$ cat config.mk
export PLATFORM = sky130hd
export DESIGN_NAME = grid_mem_arbiter
export DESIGN_NICKNAME = d
export VERILOG_FILES = /design/src/rtl/grid_mem_arbiter.sv
export SDC_FILE = /design/constraint.sdc
export NUM_CORES = 1
export LEC_CHECK = 0
export BUFFER_PORTS_ARGS = -buffer_cell sky130_fd_sc_hd__buf_2
export CAP_MARGIN = 20
export CORE_ASPECT_RATIO = 0.8
export CORE_MARGIN = 3
export CORE_UTILIZATION = 45
export DETAILED_ROUTE_END_ITERATION = 10
export GPL_ROUTABILITY_DRIVEN = 0
export PLACE_DENSITY_LB_ADDON = 0.08
export SETUP_SLACK_MARGIN = 0.02
export SLEW_MARGIN = 20
export SYNTH_ARGS = -nofsm -noshare
export SYNTH_HDL_FRONTEND = slang
export SYNTH_SLANG_ARGS = --single-unit
$ cat constraint.sdc
create_clock -name clock -period 4.29 [get_ports clock]
set_clock_uncertainty 0.2 [all_clocks]
set_input_delay 0.858 -clock clock [delete_from_list [all_inputs] [get_ports clock]]
set_output_delay 0.858 -clock clock [all_outputs]
set_load 0.005 [all_outputs]
$ cat src/rtl/grid_mem_arbiter.sv
// Single-port grid RAM arbiter: display reads first, game access in idle or stolen slots, plus a 256-cell clear sequencer.
// Read latency 2 cycles from grant to valid; game_gnt is combinational and the game holds its request until granted.
module grid_mem_arbiter #(
    parameter int MAX_WAIT = 64,
    parameter int CELL_W   = 7
) (
    input  logic              clock,
    input  logic              rst,
    input  logic              disp_req,
    input  logic [3:0]        disp_x,
    input  logic [3:0]        disp_y,
    output logic [CELL_W-1:0] disp_data,
    output logic              disp_valid,
    input  logic              game_req,
    input  logic              game_we,
    input  logic [3:0]        game_x,
    input  logic [3:0]        game_y,
    input  logic [CELL_W-1:0] game_wdata,
    output logic              game_gnt,
    output logic [CELL_W-1:0] game_rdata,
    output logic              game_rvalid,
    input  logic              clear_start,
    output logic              clear_busy,
    output logic [7:0]        mem_addr,
    output logic              mem_we,
    output logic [CELL_W-1:0] mem_wdata,
    input  logic [CELL_W-1:0] mem_rdata
);

    localparam logic [7:0] STARVE_MAX = 8'(MAX_WAIT);

    typedef enum logic {
        IDLE,
        CLEAR
    } state_t;

    state_t     state;
    state_t     state_nxt;
    logic [7:0] clr_addr;
    logic [7:0] starve_cnt;
    logic [7:0] addr_q;
    logic       game_win;
    logic       disp_win;
    logic       tag_disp;
    logic       tag_game;
    logic       disp_capture;

    always_ff @(posedge clock or negedge rst) begin
        if (!rst) begin
            state <= IDLE;
        end else begin
            state <= state_nxt;
        end
    end

    // The clear_start cycle grants nobody, so no read can complete inside CLEAR.
    always_comb begin
        state_nxt = state;
        game_win  = 1'b0;
        disp_win  = 1'b0;
        mem_addr  = addr_q;
        mem_we    = 1'b0;
        mem_wdata = '0;
        case (state)
            IDLE: begin
                if (clear_start) begin
                    state_nxt = CLEAR;
                end else if (game_req && (!disp_req || starve_cnt == STARVE_MAX)) begin
                    game_win  = 1'b1;
                    mem_addr  = {game_y, game_x};
                    mem_we    = game_we;
                    mem_wdata = game_wdata;
                end else if (disp_req) begin
                    disp_win = 1'b1;
                    mem_addr = {disp_y, disp_x};
                end
            end
            CLEAR: begin
                mem_we   = 1'b1;
                mem_addr = clr_addr;
                if (clr_addr == 8'hFF) begin
                    state_nxt = IDLE;
                end
            end
            default: state_nxt = IDLE;
        endcase
    end

    assign game_gnt   = game_win;
    assign clear_busy = (state == CLEAR);

    // A display read landing as CLEAR begins is dropped so disp_valid stays low all through CLEAR.
    assign disp_capture = tag_disp && (state_nxt == IDLE);

    always_ff @(posedge clock or negedge rst) begin
        if (!rst) begin
            clr_addr    <= '0;
            starve_cnt  <= '0;
            addr_q      <= '0;
            tag_disp    <= 1'b0;
            tag_game    <= 1'b0;
            disp_data   <= '0;
            disp_valid  <= 1'b0;
            game_rdata  <= '0;
            game_rvalid <= 1'b0;
        end else begin
            addr_q   <= mem_addr;
            tag_disp <= disp_win;
            tag_game <= game_win && !game_we;
            if (state == CLEAR) begin
                clr_addr <= clr_addr + 8'd1;
            end
            if (state == IDLE) begin
                if (!game_req || game_win) begin
                    starve_cnt <= '0;
                end else if (starve_cnt != STARVE_MAX) begin
                    starve_cnt <= starve_cnt + 8'd1;
                end
            end
            disp_valid <= disp_capture;
            if (disp_capture) begin
                disp_data <= mem_rdata;
            end
            game_rvalid <= tag_game;
            if (tag_game) begin
                game_rdata <= mem_rdata;
            end
        end
    end

endmodule

; ---- Word-level counts from Yosys, hierarchy flattened
; Index checks and enable logic that the tools add are counted.
[totals]
ff_bits = 43
input_bits = 36
word_cells = 49
[op_classes]
n_addsub = 2
n_eq_ne = 3
mux = 22
n_bitwise = 2
n_reduce_logical = 10
[op_table]
columns = cell, n
row1 = $mux 8, 5
row2 = $mux 7, 3
row3 = $add 8x1->8 const B, 2
row4 = $pmux 8 s2, 1
row5 = $mux 1, 11
row6 = $eq 8x7->1 const B, 1
row7 = $eq 8x8->1 const B, 1
row8 = $ne 8x7->1 const B, 1
row9 = $pmux 1 s2, 2
row10 = $logic_and 1x1->1, 3
row11 = $logic_not 1->1, 3
row12 = $logic_or 1x1->1, 2
row13 = $not 1->1, 2
row14 = $reduce_and 2->1, 1
row15 = $reduce_bool 2->1, 1

; ---- Depth between registers and ports, before layout
; Gate-level depths: netlist of run 1.
[depth]
depth_word = 9
depth_mapped = 7

; ---- Least setup slack after synthesis of run 1
; OpenSTA, ideal clock, no wires.
[synth_timing]
path_type = input -> output
from = in game_req
to = out mem_addr[3]
t_arrival_ns = 1.897
t_required_ns = 3.232
setup_slack_ns = 1.335
stages = 6
cell_sequence = buf_2 > nor4bb_2 > buf_6 > a211oi_4 > a222oi_1 > o21ai_1
[synth_between]
elab_chain_cells = 4
[synth_rtl]
columns = element, line_no
row1 = from (decl), 14  ; input logic game_req,
row2 = $logic_and 1x1->1, 68  ; end else if (game_req && (!disp_req || starve_cnt == STARVE_MAX)) begin
row3 = $mux 8, 68
row4 = $mux 8, 66  ; if (clear_start) begin
row5 = $pmux 8 s2, 64  ; case (state)
row6 = to (decl), 24  ; output logic [7:0] mem_addr,
; No other way between the ends.

; ---- Final worst setup path of run 1
[layout_timing]
from = reg starve_cnt[5]
to = out mem_wdata[4]
[layout_between]
elab_chain_cells = 6
[layout_rtl]
columns = element, line_no
row1 = from (decl), 40  ; logic [7:0] starve_cnt;
row2 = from (signal assigned), 117  ; starve_cnt <= starve_cnt + 8'd1;
row3 = $eq 8x7->1, 68
row4 = $logic_or 1x1->1, 68
row5 = $logic_and 1x1->1, 68
row6 = $mux 7, 68
row7 = $mux 7, 66
row8 = $mux 7, 64
row9 = to (decl), 26  ; output logic [CELL_W-1:0] mem_wdata,
; No other way between the ends.

==> impl_summary.txt, run 1 <==
----------------------------------------------------
[Worst setup path]
  Maximum net fanout on the critical path ... 11
  Start-to-end type of the worst setup path ... flip-flop to output port
  Data arrival time of the critical path ... roughly 2500 ps
  CP Capture Type ... output port
  Number of buffers and inverters on the critical path ... 2
  Top cell family by delay on the critical path ... simple AND/OR/NAND/NOR gates
  Critical Path Stages ... 6
  Worst R2R Path Depth ... 4
  Termination of the worst setup path ... mem_wdata[4]
  Worst EP required ... 3230 ps
  Start of the worst register-to-register path ... starve_cnt[5]$_DFFE_PN0P_
  Endpoint of the worst register-to-register path ... starve_cnt[2]$_DFFE_PN0P_
  Delay contributed by the slowest stage of the critical path ... a little under 800 ps
  Series of cell instances along the critical path ... nor4b_4, a31oi_1, buf_4, nor3_2, and2_1, buf_2
  Worst setup slack for register-to-register paths ... ~1900 ps
  Category of the worst setup path launch point ... flip-flop
  Critical-path top delay cell ... nor4b_4
  Launching instance or port of the critical path ... starve_cnt[5]$_DFFE_PN0P_

[Timing]
  Final Cycle Share ... 0.835
  Worst slew margin relative to its limit ... 0.377
  Maximum operating frequency ... approximately 280 MHz
  Worst setup margin ... about 710 ps
  Pin slew with the least headroom to its limit ... ~930 ps
  Hold violation count in the final report ... 0
  Minimum clock period ... between 3000 and 4000 ps
  Setup Viol. Count Final ... 0
  Count of pins over their slew limit ... 0
  Setup repair after global routing missed its margin ... no
  Final-layout setup total negative slack ... 0 ps

[Power and ir drop]
  Share of total power consumed by net switching ... 0.283
  VDD IR-drop max ... 0.000216 V
  Internal power ... around 0.00078 W
  Leakage power ... around 1.3 nW
  Clock network fraction of total power ... 0.289
  Share of total power in combinational logic ... 0.212
  Share of power burned in registers ... 0.499
  Net load switching power ... 0.000308 W
  Power density relative to cell area ... ~410 nW/um2

[Logic synthesis]
  Flop and latch count out of synthesis ... between 40 and 50
  Leading cell types by total area after synthesis ... dfrtp_1 49%, mux2_2 11%, a31oi_1 3.4%
  Total nets after synthesis ... between 200 and 250
  Post-synthesis cell count ... approximately 190
  Sequential cell area fraction in the yosys report ... 0.493
  Combined area of all synthesized cells ... approximately 2200 um2
  Number of library cell types mapped by synthesis ... 38
  Mean post-synth cell area ... 11.4 um2
  Cell taking the most area after synthesis ... dfrtp_1
  Warnings, synthesis ... 0
  Area fraction of the dominant cell type after synthesis ... 0.493

[Routing]
  Drt first-iter violations ... 148
  First drt pass iteration count ... 5
  Total number of vias ... roughly 1800
  Wire length reported by the detailed router ... slightly above 5000 um
  Routed length per placed instance ... 16.1 um
  Residual DRC ... 0
  Mean number of vias per cell ... ~5.7
  Post-route ant nets ... 0

[Final layout]
  Final nets ... 299
  Summed area of non-filler cells in the final layout ... 2660 um2
  Layout fillers ... 400
  Highest-count cells in the layout ignoring fill and taps ... 69 x buf_2, 43 x dfrtp_1, 22 x mux2_2
  Number of standard cells in the layout, taps in and fillers out ... 318
  Final antenna diode count ... 0
  Commonest non-fill, non-tap cell in the layout ... buf_2
  Synth-to-layout area growth ... 22.0%
  Layout cell share with drive strength beyond 1 ... 0.421

[Min path]
  Path category of the worst min-delay check ... flip-flop to flip-flop
  Source of the worst hold timing path ... game_rdata[3]$_DFFE_PN0P_

[Clock tree]
  Number of buffers inserted for hold repair after clock tree synthesis ... 0
  TritonCTS sink count ... 43
  Skew-Pair Late Insertion Delay ... around 300 ps
  Root Driver ... clkbuf_8
  Number of buffers created by CTS ... 5
  Post-CTS resize count ... 0
  Clock slew seen by the registers of the worst setup and hold paths ... approximately 80 ps
  CTS tree ... done
  Buffers inserted by post-CTS timing repair ... 0
  Max H-tree Level ... 2
  Maximum buffer depth of the clock tree ... 2

[Floorplan]
  Die ar. ... ~5700 um2
  Horizontal die dimension ... approximately 84 um
  Initial cell density of the core ... 0.494
  Number of standard-cell rows in the floorplan ... 21
  Die height ... slightly below 70 um
  Core Region ... about 4400 um2
  Num ports ... 70

[Global routing]
  Number of global-route vias before repair ... ~1800
  Gr ovfl total ... 0
  Largest net degree at the start of global routing ... 44
  Initial antenna violation count ... 0
  Total routing usage reported by global routing ... 0.185
  Wire length of the first global-routing pass ... 8310 um

[Placed design]
  Placed wire-length estimate ... 3690 um
  Setup WS pre-CTS ... between 700 and 800 ps
  Instance area after placement ... about 2500 um2
  Instance count after placement with tap cells included ... between 300 and 400
  Number of I/O port buffers ... 69

[Job]
  Number of max-cap violations ... 0

[Outcome]
  Status ... complete, no violations

----------------------------------------------------
## cells in the mapped netlist (all sizes together)
cell / n
clkinv: 1
dfrtp: 43
inv: 9
xnor2: 5
and3: 3
nand2: 7
and2: 7
o41ai: 1
a211oi: 1
nor4bb: 1
nor2b: 1
nor4: 2
a222oi: 7
nand4: 4
or3: 1
nand3: 9
or2: 1
o21ai: 12
o2111ai: 1
mux2: 22
o211ai: 5
a32oi: 7
nor4b: 1
xor2: 2
o21a: 1
buf: 8
ha: 3
nor3: 6
clkbuf: 2
a31oi: 12
nor2: 6
## state kept, by name (all words and copies together), names as in the netlist
| register | cells |
|---|---|
| addr_q | 8 |
| clr_addr | 8 |
| starve_cnt | 8 |
| disp_data | 7 |
| game_rdata | 7 |
| clear_busy | 1 |
| disp_valid | 1 |
| game_rvalid | 1 |
| tag_disp | 1 |
| tag_game | 1 |
## logic make-up (layout without fill, tap and decap cells)
logic type,after synthesis,after routing,synth area share
AND/OR/NAND/NOR,49,49,0.136
AO/OA/AOI/OAI,47,47,0.162
flip-flops,43,43,0.493
multiplexers,22,22,0.114
buffers and inverters,20,90,0.0499
XOR/XNOR,7,7,0.0281
adder cells (fa/ha/maj),3,3,0.0172
## worst min path at each step
| stage | end | cells past startpoint |
|---|---|---|
| after global placement | disp_data[5]$_DFFE_PN0P_ | 1 |
| final | game_rdata[3]$_DFFE_PN0P_ | 1 |
| after CTS | clr_addr[7]$_DFFE_PN0P_ | 1 |
| after detailed placement | game_rdata[1]$_DFFE_PN0P_ | 1 |
| after floorplan | game_rvalid$_DFF_PN0_ | 0 |
| after global routing | game_rdata[0]$_DFFE_PN0P_ | 1 |
## worst register-to-register path: stages, from the launching register on
cell     delay (ps)
dfrtp_1         480
nor4b_4         770
nand3_1         460
a31oi_1         270
a31oi_1          60
## stage by stage
step           power (W)  utilization  hold slack [ps]
2_1_floorplan   0.000682            -              152
3_3_place_gp    0.000775        0.577              281
3_5_place_dp    0.000780        0.577              290
4_1_cts          0.00109        0.603              308
5_1_grt          0.00115        0.603              321
6_report         0.00109        0.603              306
## power by group through the flow
stage	logic [W]	clock network [W]	registers, W
global route	0.000259	0.000340	0.000553
global placement	0.000226	0	0.000549
finish	0.000230	0.000314	0.000542
floorplan	0.000150	0	0.000532
detailed placement	0.000233	0	0.000547
CTS	0.000232	0.000321	0.000541
## cell type report
type / count / area (um2) / share of cell area
Clock buffer: 5 / 68.8 / 0.0259
Clock inverter: 3 / 43.8 / 0.0165
Inverter: 10 / 37.5 / 0.0141
Multi-Input combinational cell: 128 / 996 / 0.374
Sequential cell: 43 / 1080 / 0.404
Tap cell: 57 / 71.3 / 0.0268
Timing Repair Buffer: 72 / 368 / 0.138
## routing by layer
layer,vias to the layer above,part of all wire,GRT usage,wire (um)
met5,-,0,0,0
met4,0,0.014,0.0602,72
met3,11,0.089,0.0554,457
met2,89,0.43,0.284,2230
met1,841,0.46,0.252,2370
li1,864,-,-,-
No activity file was read; power rests on OpenSTA's default activity.
==> inputs of run 2 (changes only) <==
Clock period 4.29 ns to 3.6 ns, I/O delays scaled along.
==> run 2 against run 1 <==
Against the previous run:
- utilization is 0.11 points lower
- die area stayed put
- total power is 12% higher
- sequential share of layout area is 0.076 points higher
- clock power is 5% lower
- cell area is 0.19% lower
- hold slack worse by 0.86 ps
==> impl_summary.txt, run 2 (same netlist as run 1, synthesis figures left out) <==
----------------------------------------------------
[Routing]
  First drt pass iteration count ... 4 (-1)
  Wire length reported by the detailed router ... 5130 um (about the same)
  Mean number of vias per cell ... 5.63 (-0.77%)
  Total number of vias ... 1808 (+0.17%)
  Post-route ant nets ... 0 (unchanged)
  Routed length per placed instance ... 16.0 um (-0.99%)
  Drt first-iter violations ... 133 (-10%)
  Residual DRC ... 0 (unchanged)

[Clock tree]
  Maximum buffer depth of the clock tree ... 2 (unchanged)
  CTS tree ... done
  Buffers inserted by post-CTS timing repair ... 0 (unchanged)
  Number of buffers inserted for hold repair after clock tree synthesis ... 0 (unchanged)
  Skew-Pair Late Insertion Delay ... 290 ps (about the same)
  Max H-tree Level ... 2 (unchanged)
  Clock slew seen by the registers of the worst setup and hold paths ... 80 ps (about the same)
  Post-CTS resize count ... 0 (unchanged)
  Root Driver ... clkbuf_8
  Number of buffers created by CTS ... 5 (unchanged)
  TritonCTS sink count ... 43 (unchanged)

[Worst setup path]
  Category of the worst setup path launch point ... flip-flop
  Worst R2R Path Depth ... 6 (+2)
  Worst setup slack for register-to-register paths ... 1370 ps (-550 ps)
  Maximum net fanout on the critical path ... 8 (-3)
  Endpoint of the worst register-to-register path ... addr_q[3]$_DFF_PN0_
  Worst EP required ... 2680 ps (-550 ps)
  CP Capture Type ... output port
  Start of the worst register-to-register path ... starve_cnt[0]$_DFFE_PN0P_
  Launching instance or port of the critical path ... starve_cnt[0]$_DFFE_PN0P_
  Start-to-end type of the worst setup path ... flip-flop to output port
  Data arrival time of the critical path ... 2340 ps (-190 ps)

[Floorplan]
  Initial cell density of the core ... 0.494 (unchanged)
  Core Region ... 4410 um2 (unchanged)
  Horizontal die dimension ... 83.8 um (unchanged)
  Die ar. ... 5720 um2 (unchanged)
  Number of standard-cell rows in the floorplan ... 21 (unchanged)
  Die height ... 68.3 um (unchanged)
  Num ports ... 70 (unchanged)

[Power and ir drop]
  Leakage power ... 1.28 nW (-0.20%)
  Internal power ... 0.000858 W (+10%)
  VDD IR-drop max ... 0.000320 V (+48%)
  Clock network fraction of total power ... 0.244 (-0.045)
  Share of total power in combinational logic ... 0.228 (+0.016)
  Power density relative to cell area ... 459 nW/um2 (+12%)
  Tot Pwr ... 0.00122 W (+12%)
  Share of total power consumed by net switching ... 0.297 (+0.0134)
  Share of power burned in registers ... 0.528 (+0.029)
  Net load switching power ... 0.000362 W (+18%)

[Timing]
  Minimum clock period ... ~3300 ps
  Pin slew with the least headroom to its limit ... 935 ps (+0.482 ps)
  Count of pins over their slew limit ... 0 (unchanged)
  Worst hold-check slack ... 306 ps (-0.862 ps)
  Worst setup margin ... 343 ps (-363 ps)
  Maximum operating frequency ... 307 MHz
  Hold violation count in the final report ... 0 (unchanged)
  Setup repair after global routing missed its margin ... no
  Final Cycle Share ... 0.905
  Setup Viol. Count Final ... 0 (unchanged)
  Worst slew margin relative to its limit ... 0.377 (about the same)
  Final-layout setup total negative slack ... 0 ps (unchanged)

[Placed design]
  Setup WS pre-CTS ... 562 ps (-234 ps)
  Placed wire-length estimate ... 3780 um (+2.5%)
  Instance count after placement with tap cells included ... 313 (+0.97%)
  Number of I/O port buffers ... 69 (unchanged)

[Outcome]
  Status ... complete, no violations

[Global routing]
  Gr ovfl total ... 0 (unchanged)
  Number of global-route vias before repair ... 1699 (-3.0%)
  Initial antenna violation count ... 0 (unchanged)
  Wire length of the first global-routing pass ... 8420 um (+1.3%)
  Total routing usage reported by global routing ... 0.188 (+0.00333)
  Largest net degree at the start of global routing ... 44 (unchanged)

[Final layout]
  Highest-count cells in the layout ignoring fill and taps ... 69 x buf_2, 43 x dfrtp_1, 22 x mux2_2
  Final nets ... 302 (+1.0%)
  Number of standard cells in the layout, taps in and fillers out ... 321 (+0.94%)
  Final antenna diode count ... 0 (unchanged)
  Synth-to-layout area growth ... 21.8%
  Layout fillers ... 405 (+1.3%)
  Commonest non-fill, non-tap cell in the layout ... buf_2
  Layout cell share with drive strength beyond 1 ... 0.424 (+0.00279)
  Largest registers ... addr_q: 8 flops, clr_addr: 8 flops, starve_cnt: 8 flops

[Min path]
  End point of the most critical hold path ... clr_addr[7]$_DFFE_PN0P_
  Depth of the worst hold-timing path ... 1 (unchanged)
  Source of the worst hold timing path ... clr_addr[7]$_DFFE_PN0P_
  Path category of the worst min-delay check ... flip-flop to flip-flop

[Job]
  Number of max-cap violations ... 0 (unchanged)

----------------------------------------------------
[run 2: critical path: stages, from the launching register on]
cell	delay [ps]
dfrtp_1	410
inv_1	100
ha_1	200
nor4bb_2	490
a211oi_4	180
a222oi_1	350
o21ai_1	160
buf_2	160
[run 2: power groups by stage]
stage	logic, W	registers [W]	clock network (W)
after CTS	0.000282	0.000644	0.000308
final	0.000278	0.000644	0.000297
after detailed placement	0.000282	0.000652	0
after floorplan	0.000179	0.000633	0
after global routing	0.000314	0.000655	0.000328
after global placement	0.000275	0.000652	0
[run 2: layer usage]
layer,track usage,vias to the layer above,wire (um)
met3,0.0409,7,401
met1,0.273,860,2400
met2,0.281,77,2280
met4,0.0602,0,54
met5,0,-,0
li1,-,864,-
[run 2: worst max path at each step]
stage          cells after the start  slack, ps           end
2_1_floorplan                      6        920   mem_addr[3]
3_5_place_dp                       6        560  mem_wdata[5]
5_1_grt                            7        120   mem_addr[6]
3_3_place_gp                       6        610  mem_wdata[3]
6_report                           7        340   mem_addr[3]
4_1_cts                            7        330   mem_addr[4]
[run 2: through the flow]
stage	util	instance area [um2]
detailed placement	0.582	2570
finish	0.602	2660
CTS	0.602	2660
global route	0.602	2660
global placement	0.582	2570
floorplan	-	2180
[run 2: layout make-up]
class                      count  area [um2]  share of cell area
sequential                    43        1080               0.405
multi-input combinational    128         996               0.375
timing repair buffer          75         390               0.147
clock buffer                   6        72.6              0.0273
tap                           57        71.3              0.0268
inverter                      10        37.5              0.0141
clock inverter                 2        12.5             0.00471
==> inputs of run 3 (changes only) <==
Settings changed: CTS_CLUSTER_DIAMETER set to 100.
Clock period 3.6 ns to 3.1 ns, I/O delays scaled along.
==> run 3 against run 2 <==
Against the previous run:
- wire length is 1.9% higher
- clock power is 46% higher
- hold slack worse by 45 ps
- highest routed layer unchanged
- critical path depth is 1 lower
- worst setup slack worse by 160 ps
- sequential cell count stayed put
- via count is 1.4% higher
- global-route usage is 0.60 points higher
- die area stayed put
==> impl_summary.txt, run 3 (same netlist as run 1, synthesis figures left out) <==
----------------------------------------------------
[Outcome]
  Status ... complete, no violations

[Final layout]
  Layout fillers ... 396 (-2.2%)
  Final cell utilization of the core ... 0.615 (+0.0130)
  Final antenna diode count ... 0 (unchanged)
  Multi-input gate area ... 1010 um2 (+1.1%)
  Number of standard cells in the layout, taps in and fillers out ... 323 (+0.62%)
  Final nets ... 304 (+0.66%)
  Largest registers ... addr_q: 8 flops, clr_addr: 8 flops, starve_cnt: 8 flops
  Seq. cell area ... 1080 um2 (unchanged)
  Highest-count cells in the layout ignoring fill and taps ... 69 x buf_2, 43 x dfrtp_1, 22 x mux2_2
  Commonest non-fill, non-tap cell in the layout ... buf_2
  Synth-to-layout area growth ... 24.4%
  Summed area of non-filler cells in the final layout ... 2710 um2 (+2.2%)
  Layout cell share with drive strength beyond 1 ... 0.440 (+0.0156)

[Routing]
  Post-route ant nets ... 0 (unchanged)
  Wire length reported by the detailed router ... 5230 um (+1.9%)
  Mean number of vias per cell ... 5.68 (+0.81%)
  Total number of vias ... 1834 (+1.4%)
  Drt first-iter violations ... 108 (-19%)
  Residual DRC ... 0 (unchanged)
  Routed length per placed instance ... 16.2 um (+1.3%)
  First drt pass iteration count ... 5 (+1)

[Timing]
  Minimum clock period ... around 3000 ps
  Worst hold-check slack ... 261 ps (-44.7 ps)
  Worst slew margin relative to its limit ... 0.371 (-0.00562)
  Pin slew with the least headroom to its limit ... 943 ps (+8.42 ps)
  Count of pins over their slew limit ... 0 (unchanged)
  Hold violation count in the final report ... 0 (unchanged)
  Setup repair after global routing missed its margin ... no
  Maximum operating frequency ... around 340 MHz
  Final-layout setup total negative slack ... 0 ps (unchanged)
  Setup Viol. Count Final ... 0 (unchanged)
  Final Cycle Share ... 0.942

[Placed design]
  Placed wire-length estimate ... 3850 um (+1.7%)
  Instance area after placement ... 2590 um2 (+0.58%)
  Instance count after placement with tap cells included ... 315 (+0.64%)
  Number of I/O port buffers ... 69 (unchanged)

[Clock tree]
  Maximum buffer depth of the clock tree ... 2 (unchanged)
  Clock slew seen by the registers of the worst setup and hold paths ... 80 ps (about the same)
  Number of buffers created by CTS ... 5 (unchanged)
  Number of buffers inserted for hold repair after clock tree synthesis ... 0 (unchanged)
  Root Driver ... clkbuf_8
  Max H-tree Level ... 2 (unchanged)
  CTS tree ... done
  Skew-Pair Late Insertion Delay ... 290 ps (about the same)
  TritonCTS sink count ... 43 (unchanged)

[Power and ir drop]
  Clock network fraction of total power ... 0.287 (+0.043)
  Share of total power consumed by net switching ... 0.283 (-0.0136)
  Share of power burned in registers ... 0.497 (-0.031)
  Internal power ... 0.00108 W (+26%)
  Net load switching power ... 0.000427 W (+18%)
  VDD IR-drop max ... 0.000335 V (+4.6%)
  Power density relative to cell area ... 556 nW/um2 (+21%)
  Leakage power ... 1.31 nW (+2.2%)
  Share of total power in combinational logic ... 0.216 (-0.012)

[Global routing]
  Total routing usage reported by global routing ... 0.194 (+0.00598)
  Initial antenna violation count ... 0 (unchanged)
  Gr ovfl total ... 0 (unchanged)
  Wire length of the first global-routing pass ... 8660 um (+2.8%)
  Number of global-route vias before repair ... 1723 (+1.4%)
  Largest net degree at the start of global routing ... 44 (unchanged)

[Floorplan]
  Die height ... 68.3 um (unchanged)
  Core Region ... 4410 um2 (unchanged)
  Horizontal die dimension ... 83.8 um (unchanged)
  Die ar. ... 5720 um2 (unchanged)
  Initial cell density of the core ... 0.494 (unchanged)
  Number of standard-cell rows in the floorplan ... 21 (unchanged)
  Num ports ... 70 (unchanged)

[Worst setup path]
  Worst EP required ... 2280 ps (-400 ps)
  Category of the worst setup path launch point ... flip-flop
  Number of buffers and inverters on the critical path ... 2 (unchanged)
  Delay contributed by the slowest stage of the critical path ... 480 ps (about the same)
  Series of cell instances along the critical path ... nor4b_4, buf_6, a211oi_4, a222oi_1, o21ai_1, buf_2
  Critical-path top delay cell ... dfrtp_1
  CP Capture Type ... output port
  Start-to-end type of the worst setup path ... flip-flop to output port
  Maximum net fanout on the critical path ... 10 (+2)
  Top cell family by delay on the critical path ... compound AO/OA/AOI/OAI gates
  Data arrival time of the critical path ... 2100 ps (-240 ps)

[Min path]
  Path category of the worst min-delay check ... input port to asynchronous set/reset pin

[Job]
  Number of max-cap violations ... 0 (unchanged)

----------------------------------------------------
-- run 3: per-layer routing --
metal  up-vias  GRT usage  part of all wire
li1        881          -                 -
met1       875      0.271              0.48
met2        71      0.298              0.44
met3         7     0.0542             0.070
met4         0     0.0562            0.0078
met5         -          0                 0
-- run 3: layout make-up --
class	instances	share of cell area
clock inverter	3	0.0161
tap	57	0.0263
inverter	10	0.0138
timing repair buffer	77	0.151
clock buffer	5	0.0254
multi-input combinational	128	0.371
sequential	43	0.396
-- run 3: stage by stage --
| step | power, W | worst slack, ps |
|---|---|---|
| global route | 0.00160 | 33.1 |
| floorplan | 0.000944 | 621 |
| CTS | 0.00152 | 91.1 |
| finish | 0.00151 | 181 |
| global placement | 0.00107 | 418 |
| detailed placement | 0.00108 | 347 |
-- run 3: power by group through the flow --
stage / combinational (W) / clock (W) / sequential, W
finish: 0.000326 / 0.000433 / 0.000749
global route: 0.000367 / 0.000472 / 0.000764
CTS: 0.000328 / 0.000445 / 0.000749
detailed placement: 0.000324 / 0 / 0.000757
global placement: 0.000313 / 0 / 0.000758
floorplan: 0.000208 / 0 / 0.000736
-- run 3: timing repair --
action                                  CTS  global route
endpoints found under the setup margin    1             7
pin swaps                                 0             5
buffers inserted                          0             0
resized for setup                         1             3
gates cloned                              0             0
hold endpoints to repair                  0             0
-- run 3: worst register-to-register path, delay by kind of cell, from the launching register on --
kind	cells	cell delay [ps]
compound gates	3	600
buf+inv	1	210
flops	1	480
simple gates	1	370
-- run 3: final timing paths --
path	endpoint	startpoint	slack (ps)	cells past startpoint
setup reg to reg	addr_q[3]$_DFF_PN0_	starve_cnt[4]$_DFFE_PN0P_	1110	5
hold reg to reg	game_rdata[1]$_DFFE_PN0P_	game_rdata[1]$_DFFE_PN0P_	310	1
min in group clock	tag_game$_DFF_PN0_	game_we	310	2
setup / recovery	mem_addr[3]	starve_cnt[4]$_DFFE_PN0P_	180	6
hold / removal	starve_cnt[2]$_DFFE_PN0P_	rst	260	1
max in group asynchronous	addr_q[4]$_DFF_PN0_	rst	1850	1
